[src/rtl/pwm_capture_pkg.sv]
// Shared constants and helpers for the multi-channel PWM capture block.
package pwm_capture_pkg;

  localparam int CNT_W_DEF = 12;

  // All-ones saturation value for a counter of width w.
  function automatic int unsigned cnt_sat(input int w);
    return (32'd1 << w) - 32'd1;
  endfunction

  function automatic int slice_lo(input int ch, input int w);
    return ch * w;
  endfunction

endpackage

[src/rtl/pwm_capture_ch.sv]
// One PWM capture channel: synchroniser, optional glitch filter (PWM_CAPTURE_GLITCH_FILTER_EN),
// edge detect, period/high-time counters and result registers.
module pwm_capture_ch
  import pwm_capture_pkg::*;
#(
  parameter int SYNC_STAGES = 2,
  parameter int CNT_W       = CNT_W_DEF,
  parameter int FILT_LEN    = 3
) (
  input  logic             clk,
  input  logic             rst,
  input  logic             pwm,
  output logic             level,
  output logic             rise,
  output logic             fall,
  output logic [CNT_W-1:0] high_time,
  output logic [CNT_W-1:0] period,
  output logic             meas_valid,
  output logic             timeout
);

  localparam logic [CNT_W-1:0] SAT = CNT_W'(cnt_sat(CNT_W));

  logic [SYNC_STAGES-1:0] sync_q;
  logic                   raw;
  logic                   s;
  logic                   s_d;
  logic [CNT_W-1:0]       per_cnt;
  logic [CNT_W-1:0]       hi_cnt;
  logic [CNT_W-1:0]       hi_pend;
  logic                   armed;
  logic                   fall_seen;
  logic                   per_sat;
  logic                   hi_sat;

  // FILT_LEN only shapes logic when the filter is built; this keeps it referenced otherwise.
  if (SYNC_STAGES < 2 || FILT_LEN < 2) begin : g_bad_params
  end

  always_ff @(posedge clk) begin
    if (rst) sync_q <= '0;
    else     sync_q <= {sync_q[SYNC_STAGES-2:0], pwm};
  end

  assign raw = sync_q[SYNC_STAGES-1];

`ifdef PWM_CAPTURE_GLITCH_FILTER_EN
  localparam int FW = $clog2(FILT_LEN);

  logic [FW-1:0] filt_cnt;
  logic          filt_s;

  // Accept a new level only after FILT_LEN consecutive samples disagree with the current one.
  always_ff @(posedge clk) begin
    if (rst) begin
      filt_cnt <= '0;
      filt_s   <= 1'b0;
    end else if (raw != filt_s) begin
      if (filt_cnt == FW'(FILT_LEN - 1)) begin
        filt_s   <= raw;
        filt_cnt <= '0;
      end else begin
        filt_cnt <= filt_cnt + 1'b1;
      end
    end else begin
      filt_cnt <= '0;
    end
  end

  assign s = filt_s;
`else
  assign s = raw;
`endif

  always_ff @(posedge clk) begin
    if (rst) s_d <= 1'b0;
    else     s_d <= s;
  end

  assign level   = s;
  assign rise    = s & ~s_d;
  assign fall    = ~s & s_d;
  assign per_sat = (per_cnt == SAT);
  assign hi_sat  = (hi_cnt == SAT);

  // A rise closes the previous period; timeout and fall bookkeeping only apply between rises.
  always_ff @(posedge clk) begin
    if (rst) begin
      per_cnt    <= '0;
      hi_cnt     <= '0;
      hi_pend    <= '0;
      armed      <= 1'b0;
      fall_seen  <= 1'b0;
      high_time  <= '0;
      period     <= '0;
      meas_valid <= 1'b0;
      timeout    <= 1'b0;
    end else begin
      meas_valid <= 1'b0;
      if (rise) begin
        per_cnt <= CNT_W'(1);
        hi_cnt  <= CNT_W'(1);
        if (armed && fall_seen && !per_sat) begin
          period     <= per_cnt;
          high_time  <= hi_pend;
          meas_valid <= 1'b1;
        end
        armed     <= 1'b1;
        fall_seen <= 1'b0;
        timeout   <= 1'b0;
      end else begin
        if (!per_sat)      per_cnt <= per_cnt + 1'b1;
        if (s && !hi_sat)  hi_cnt  <= hi_cnt + 1'b1;
        if (fall) begin
          hi_pend   <= hi_cnt;
          fall_seen <= 1'b1;
        end
        if (per_sat) begin
          timeout <= 1'b1;
          armed   <= 1'b0;
        end
      end
    end
  end

endmodule

[src/rtl/pwm_capture_multi.sv]
// Multi-channel PWM input capture; one pwm_capture_ch per channel, results packed per channel.
// Optional glitch filter enabled by defining PWM_CAPTURE_GLITCH_FILTER_EN.
module pwm_capture_multi
  import pwm_capture_pkg::*;
#(
  parameter int N_CH        = 4,
  parameter int SYNC_STAGES = 2,
  parameter int CNT_W       = CNT_W_DEF,
  parameter int FILT_LEN    = 3
) (
  input  logic                  clk,
  input  logic                  rst,
  input  logic [N_CH-1:0]       i_pwm,
  output logic [N_CH-1:0]       o_pwm_sync,
  output logic [N_CH-1:0]       o_pwm_rise,
  output logic [N_CH-1:0]       o_pwm_fall,
  output logic [N_CH*CNT_W-1:0] o_high_time,
  output logic [N_CH*CNT_W-1:0] o_period,
  output logic [N_CH-1:0]       o_meas_valid,
  output logic [N_CH-1:0]       o_timeout
);

  for (genvar g = 0; g < N_CH; g++) begin : g_ch
    pwm_capture_ch #(
      .SYNC_STAGES(SYNC_STAGES),
      .CNT_W      (CNT_W),
      .FILT_LEN   (FILT_LEN)
    ) u_ch (
      .clk       (clk),
      .rst       (rst),
      .pwm       (i_pwm[g]),
      .level     (o_pwm_sync[g]),
      .rise      (o_pwm_rise[g]),
      .fall      (o_pwm_fall[g]),
      .high_time (o_high_time[slice_lo(g, CNT_W) +: CNT_W]),
      .period    (o_period[slice_lo(g, CNT_W) +: CNT_W]),
      .meas_valid(o_meas_valid[g]),
      .timeout   (o_timeout[g])
    );
  end

endmodule

[config.mk]
export PLATFORM = sky130hd
export DESIGN_NAME = pwm_capture_multi
export DESIGN_NICKNAME = d
export VERILOG_FILES = /design/src/rtl/pwm_capture_pkg.sv /design/src/rtl/pwm_capture_ch.sv /design/src/rtl/pwm_capture_multi.sv
export SDC_FILE = /design/constraint.sdc
export NUM_CORES = 1
export LEC_CHECK = 0
export CELL_PAD_IN_SITES_DETAIL_PLACEMENT = 0
export CELL_PAD_IN_SITES_GLOBAL_PLACEMENT = 1
export CORE_MARGIN = 5
export CORE_UTILIZATION = 25
export CTS_CLUSTER_SIZE = 28
export DETAILED_ROUTE_END_ITERATION = 6
export PLACE_DENSITY = 0.54
export SLEW_MARGIN = 20
export SYNTH_ARGS = -nofsm -noshare
export SYNTH_HDL_FRONTEND = slang
export SYNTH_SLANG_ARGS = --single-unit
[constraint.sdc]
create_clock -name clk -period 1.65 [get_ports clk]
set_input_delay 0.2475 -clock clk [delete_from_list [all_inputs] [get_ports clk]]
set_output_delay 0.2475 -clock clk [all_outputs]
set_load 0.005 [all_outputs]
; ---- After elaboration in Yosys (flattened, before gate mapping)
; Index checks and enable logic that the tools add are counted.
; W data, S select, Z words.
[totals]
inputBits = 6
out_inout_bits = 116
mem_bits_rw = 0
n_memories = 0
romBits = 0
word_cells = 164
ff_bits = 268
latch_bits = 0
[op_classes]
div = 0
reduce_logical = 44
magnitude_cmp = 0
bitwise = 20
n_eq_ne = 12
n_mul = 0
shift = 0
mux = 28
n_addsub = 8
[op_table]
columns = operator, n
row1 = $add A12 B1 Y12 const B, 8
row2 = $eq A12 B12 Y1 const B, 8
row3 = $mux W1, 28
row4 = $reduce_and A2 Y1, 8
row5 = $reduce_bool A2 Y1, 8
row6 = $reduce_or A2 Y1, 8
row7 = $logic_and A1 B1 Y1, 12
row8 = $not A1 Y1, 12
row9 = $and A1 B1 Y1, 8
row10 = $logic_not A1 Y1, 8
row11 = $ne A2 B1 Y1 const B, 4

; ---- Logic depth before layout (Yosys ltp)
[logic_depth]
depth_word = 5
mapped_depth = 7
ltp_nobuf = 5

; ---- By module
; From an unflattened synthesis, not the netlist that was laid out.
[unflattened]
cells_unflattened = 1260
area_unflattened_um2 = 11426.0
[by_module_without_submodules]
columns = module, n_inst, seq_area_each_um2, cells_per_inst, area_per_inst_um2
row1 = pwm_capture_ch, 4, 1341.3, 315, 2856.5

; ---- Worst setup path before layout
; No wires, ideal clock.
[synth_timing]
path_kind = register to register
from = reg g_ch[0].u_ch.per_cnt[0]
to = reg g_ch[0].u_ch.high_time[11]
synth_period_minus_slack_ns = 1.746
arrival_time_ns = 1.618
t_required_ns = 1.522
path_buffers = 2
setup_time_ns = 0.128
stages_incl_launch_ff = 8
setup_slack_ns = -0.096
cell_sequence = dfxtp_1 ha_1 and4_1 buf_2 a31oi_4 buf_4 mux2i_1 nor2_1
[synth_between]
elab_chain_cells = 4
[synth_rtl]
columns = element, line_no
row1 = start: declaration, pwm_capture_ch.sv:28  ; logic [CNT_W-1:0] per_cnt;
row2 = start signal: assignment, pwm_capture_ch.sv:112  ; if (!per_sat) per_cnt <= per_cnt + 1'b1;
row3 = $eq A12 B12 Y1, pwm_capture_ch.sv:83  ; assign per_sat = (per_cnt == SAT);
row4 = $logic_not A1 Y1, pwm_capture_ch.sv:103  ; if (armed && fall_seen && !per_sat) begin
row5 = $logic_and A1 B1 Y1, pwm_capture_ch.sv:103
row6 = $reduce_and A2 Y1 (no line), n/a
row7 = end signal: assignment, pwm_capture_ch.sv:105  ; high_time <= hi_pend;
row8 = end: declaration, pwm_capture_ch.sv:16  ; output logic [CNT_W-1:0] high_time,
; Every way passes these cells.
; A chain may end at the register's enable or synchronous reset.

; ---- Final worst setup path
[layout_timing]
from = reg g_ch[1].u_ch.sync_q[1]
to = reg g_ch[1].u_ch.high_time[10]
[layout_between]
elab_chain_cells = 2
[layout_rtl]
columns = element, line_no
row1 = start: declaration, pwm_capture_ch.sv:24  ; logic [SYNC_STAGES-1:0] sync_q;
row2 = start signal: assignment, pwm_capture_ch.sv:42  ; else sync_q <= {sync_q[SYNC_STAGES-2:0], pwm};
row3 = $and A1 B1 Y1, pwm_capture_ch.sv:81  ; assign rise = s & ~s_d;
row4 = $reduce_and A2 Y1 (no line), n/a
row5 = end signal: assignment, pwm_capture_ch.sv:105
row6 = end: declaration, pwm_capture_ch.sv:16
; Every way passes these cells.

==> flow_metrics.tcl <==
set metrics [dict create \
    max_freq_mhz 626 \
    hold_viol 0 \
    dpl.hpwl_um 20800 \
    cp_cell_sequence "buf_6, nand4b_1, buf_4, a31o_4, buf_12, nand2_1, a21oi_1" \
    finish.instance_area_mm2 0.0149 \
    yosysSeqAreaShare_pct 49.1 \
    antennaDiodeCount 0 \
    area_growth_syn_to_layout_pct 36.7 \
    die_h_um 219 \
    cts_buffers 35 \
    crit_start "g_ch[1].u_ch.sync_q[1]$_SDFF_PP0_" \
    p_leak_uw 0.00596 \
    synth_edf_count 0 \
    grtUsageTotal_pct 12.2 \
    crit_type "register to register" \
    cp.arrival_ns 2.01 \
    vias_per_cell 4.50 \
    cap_violations 0 \
    rsz0062_at_grt "true" \
    final_util_pct 34.6 \
    syn_area_per_cell_um2 8.71 \
    h-tree-depth 2 \
    dp_cells 1998 \
    ys_types 65 \
    vias 9359 \
    fillers 4580 \
    cp_top_family "buffers and inverters" \
    reg2reg_to "g_ch[1].u_ch.high_time[10]$_SDFFE_PP0P_" \
    cts_root_buf "clkbuf_16" \
    p_total_uw 14800 \
    ys.flop_type "dfxtp_1" \
    timing.hold.worst.start "rst" \
    port_buffers 121 \
    cp.buffers_inverters 3 \
    slew_headroom_pct 62.8 \
    ir_worst_vdd_v 0.000684 \
    path_clk_slew_ns 0.06 \
    grt_pass1_wl_um 48500 \
    ys_ff_latch 268 \
    p_sw_uw 3250 \
    worstPathRequired_ns 2.06 \
    num_rows 76 \
    cts_tree "yes" \
    clock_latency_ns 0.53 \
    worst-path-stages 7 \
    grt_pass1_vias 9179 \
    initial_core_util_pct 25.3 \
    ant_nets 0 \
    status "complete, no violations" \
    final_common_cell "nand2_1" \
    syn_inst 1254 \
    fin_crit_sh_pct 96.9 \
    cpPeakStageDelay_ns 0.38 \
    r2r_slack_ns 0.05 \
    instances_no_fill 2081 \
    die_area_mm2 0.0480 \
    core_area_mm2 0.0432 \
    clock_sinks 268 \
    combPwrFrac_pct 3.3 \
    dieWidth_um 219 \
    drt_iter0_drc 379 \
    clock_path_buffers 3 \
    endpoint "g_ch[1].u_ch.high_time[10]$_SDFFE_PP0P_" \
    drive_gt1_share_pct 19.1 \
    synth.cell_area_mm2 0.0109 \
    power_frac_seq_pct 44.4 \
    path_max_fanout 10 \
    gp_congestion 0.783 \
    dpl-instance-area_mm2 0.0134 \
    drt-wirelength-per-cell_um 14.3 \
    drv_slew 0 \
    final_cell_mix "274 x nand2_1, 246 x dfxtp_1, 136 x buf_4, 116 x a21oi_1" \
    r2r_cells 7 \
    fin_setup_tns_ns 0 \
    ys_warn_count 0 \
    clockPowerShare_pct 52.2 \
    drc 0 \
    finalClockSkew_ns 0.0134 \
    grt_max_degree 80 \
    powerDensity_mw_per_mm2 989 \
    r2r-start "g_ch[1].u_ch.sync_q[1]$_SDFF_PP0_" \
    endpoint_kind "register" \
    power.internal_uw 11500 \
    netSwitchingFraction_pct 22.0 \
    syn_nets 1268 \
    synthArstFlopShare_pct 0 \
    drt_pass1_iterations 4 \
    min_period_ns 1.60 \
    finalSetupViolations 0 \
    cts_hold_buf 0 \
    fin_nets 1485 \
    drt_wl_total_um 29900 \
    worst_setup_path_start_kind "register" \
    hold_class "input pin to register" \
    grt_overflow 0 \
    crit_slowest_cell "dfxtp_4" \
    worstMarginPinSlew_ns 0.554 \
    antenna_found_initial 1 \
    pin_count 122 \
]
kinds of logic (layout without fill, tap and decap cells):
family | after synthesis | after routing | share of synthesized area (%)
adders and majority gates | 8 | 8 | 0.917
and+or+nand+nor | 551 | 551 | 23.5
buffers and inverters | 103 | 344 | 4.79
muxes | 80 | 80 | 7.33
xor gates and xnor gates | 22 | 22 | 1.76
AOI/OAI and AO/OA | 222 | 223 | 12.6
DFF | 268 | 268 | 49.1
per-stage QoR:
step                setup WS, ns  hold slack, ns
finish                    0.0513           0.217
global route             -0.0349           0.211
CTS                      -0.0218           0.197
detailed placement       -0.0218           0.430
global placement          0.0190           0.424
floorplan                 0.0121           0.376
per-layer routing:
metal / vias to the layer above / track usage, % / routed length, um
met3: 53 / 3.08 / 1450
met4: 2 / 3.54 / 665
li1: 4790 / - / -
met1: 4354 / 16.4 / 14400
met5: - / 0 / 7
met2: 160 / 19.5 / 13300
synthesized netlist by cell type (6+ instances only):
master | number | share of area (%)
inv_1 | 13 | 0.45
or4_1 | 7 | 0.48
nor2_1 | 90 | 3.1
and4_1 | 12 | 0.96
o31ai_1 | 9 | 0.62
and3_1 | 13 | 0.74
buf_4 | 22 | 1.5
o21a_1 | 6 | 0.41
dfxtp_1 | 268 | 49
nand4_1 | 23 | 1.3
xor2_1 | 9 | 0.72
a21oi_1 | 116 | 5.3
nor4_1 | 9 | 0.52
ha_1 | 8 | 0.92
a31oi_1 | 20 | 1.1
mux2i_1 | 80 | 7.3
nor3_1 | 20 | 0.92
buf_2 | 12 | 0.55
clkbuf_1 | 44 | 1.5
nand3_1 | 42 | 1.9
xnor2_1 | 13 | 1.0
nand2_1 | 276 | 9.5
or3_1 | 12 | 0.69
o21ai_0 | 28 | 1.3
nor2b_1 | 14 | 0.80
flip-flops by register name (all words and copies together), names as in the netlist, 8 cells and up:
| name | flops |
|---|---|
| g_ch.u_ch.per_cnt | 48 |
| g_ch.u_ch.sync_q | 8 |
| g_ch.u_ch.high_time | 48 |
| g_ch.u_ch.period | 48 |
| g_ch.u_ch.hi_pend | 48 |
| g_ch.u_ch.hi_cnt | 48 |
worst register-to-register path, stage by stage, from the launching register on:
cell	delay, ns
dfxtp_4	0.38
buf_6	0.11
nand4b_1	0.24
buf_4	0.24
a31o_4	0.23
buf_12	0.14
nand2_1	0.07
a21oi_1	0.06
power by group through the flow:
stage,sequential [uW],clock (uW),combinational [uW]
4_1_cts,6560,8040,492
3_3_place_gp,6700,0,483
3_5_place_dp,6700,0,479
6_report,6560,7720,489
5_1_grt,6570,8310,549
2_1_floorplan,6700,0,257
worst min-delay path by stage:
stage                                              to  slack [ns]  cells after the start
finish                    g_ch[1].u_ch.s_d$_SDFF_PP0_        0.22                      3
global route              g_ch[1].u_ch.s_d$_SDFF_PP0_        0.21                      3
CTS                       g_ch[1].u_ch.s_d$_SDFF_PP0_        0.20                      3
detailed placement  g_ch[3].u_ch.sync_q[1]$_SDFF_PP0_        0.43                      1
global placement    g_ch[3].u_ch.sync_q[1]$_SDFF_PP0_        0.42                      1
floorplan           g_ch[0].u_ch.sync_q[0]$_SDFF_PP0_        0.38                      1
what timing repair did:
action / in CTS / in global routing
gates cloned: 0 / 2
endpoints found under the hold margin: 0 / 0
gates resized for setup: 145 / 43
pin swaps: 3 / 9
endpoints found under the setup margin: 98 / 81
buffers inserted: 8 / 11
cell type report:
cell class | instances | area (um2) | share of cell area, %
sequential | 268 | 5400 | 36.2
multi-input combinational | 884 | 5200 | 34.9
timing repair buffer | 268 | 2350 | 15.7
clock buffer | 49 | 1020 | 6.83
tap | 585 | 732 | 4.90
clock inverter | 13 | 164 | 1.10
inverter | 14 | 57.6 | 0.386
Note: power is estimated with default switching activity, not from simulation.
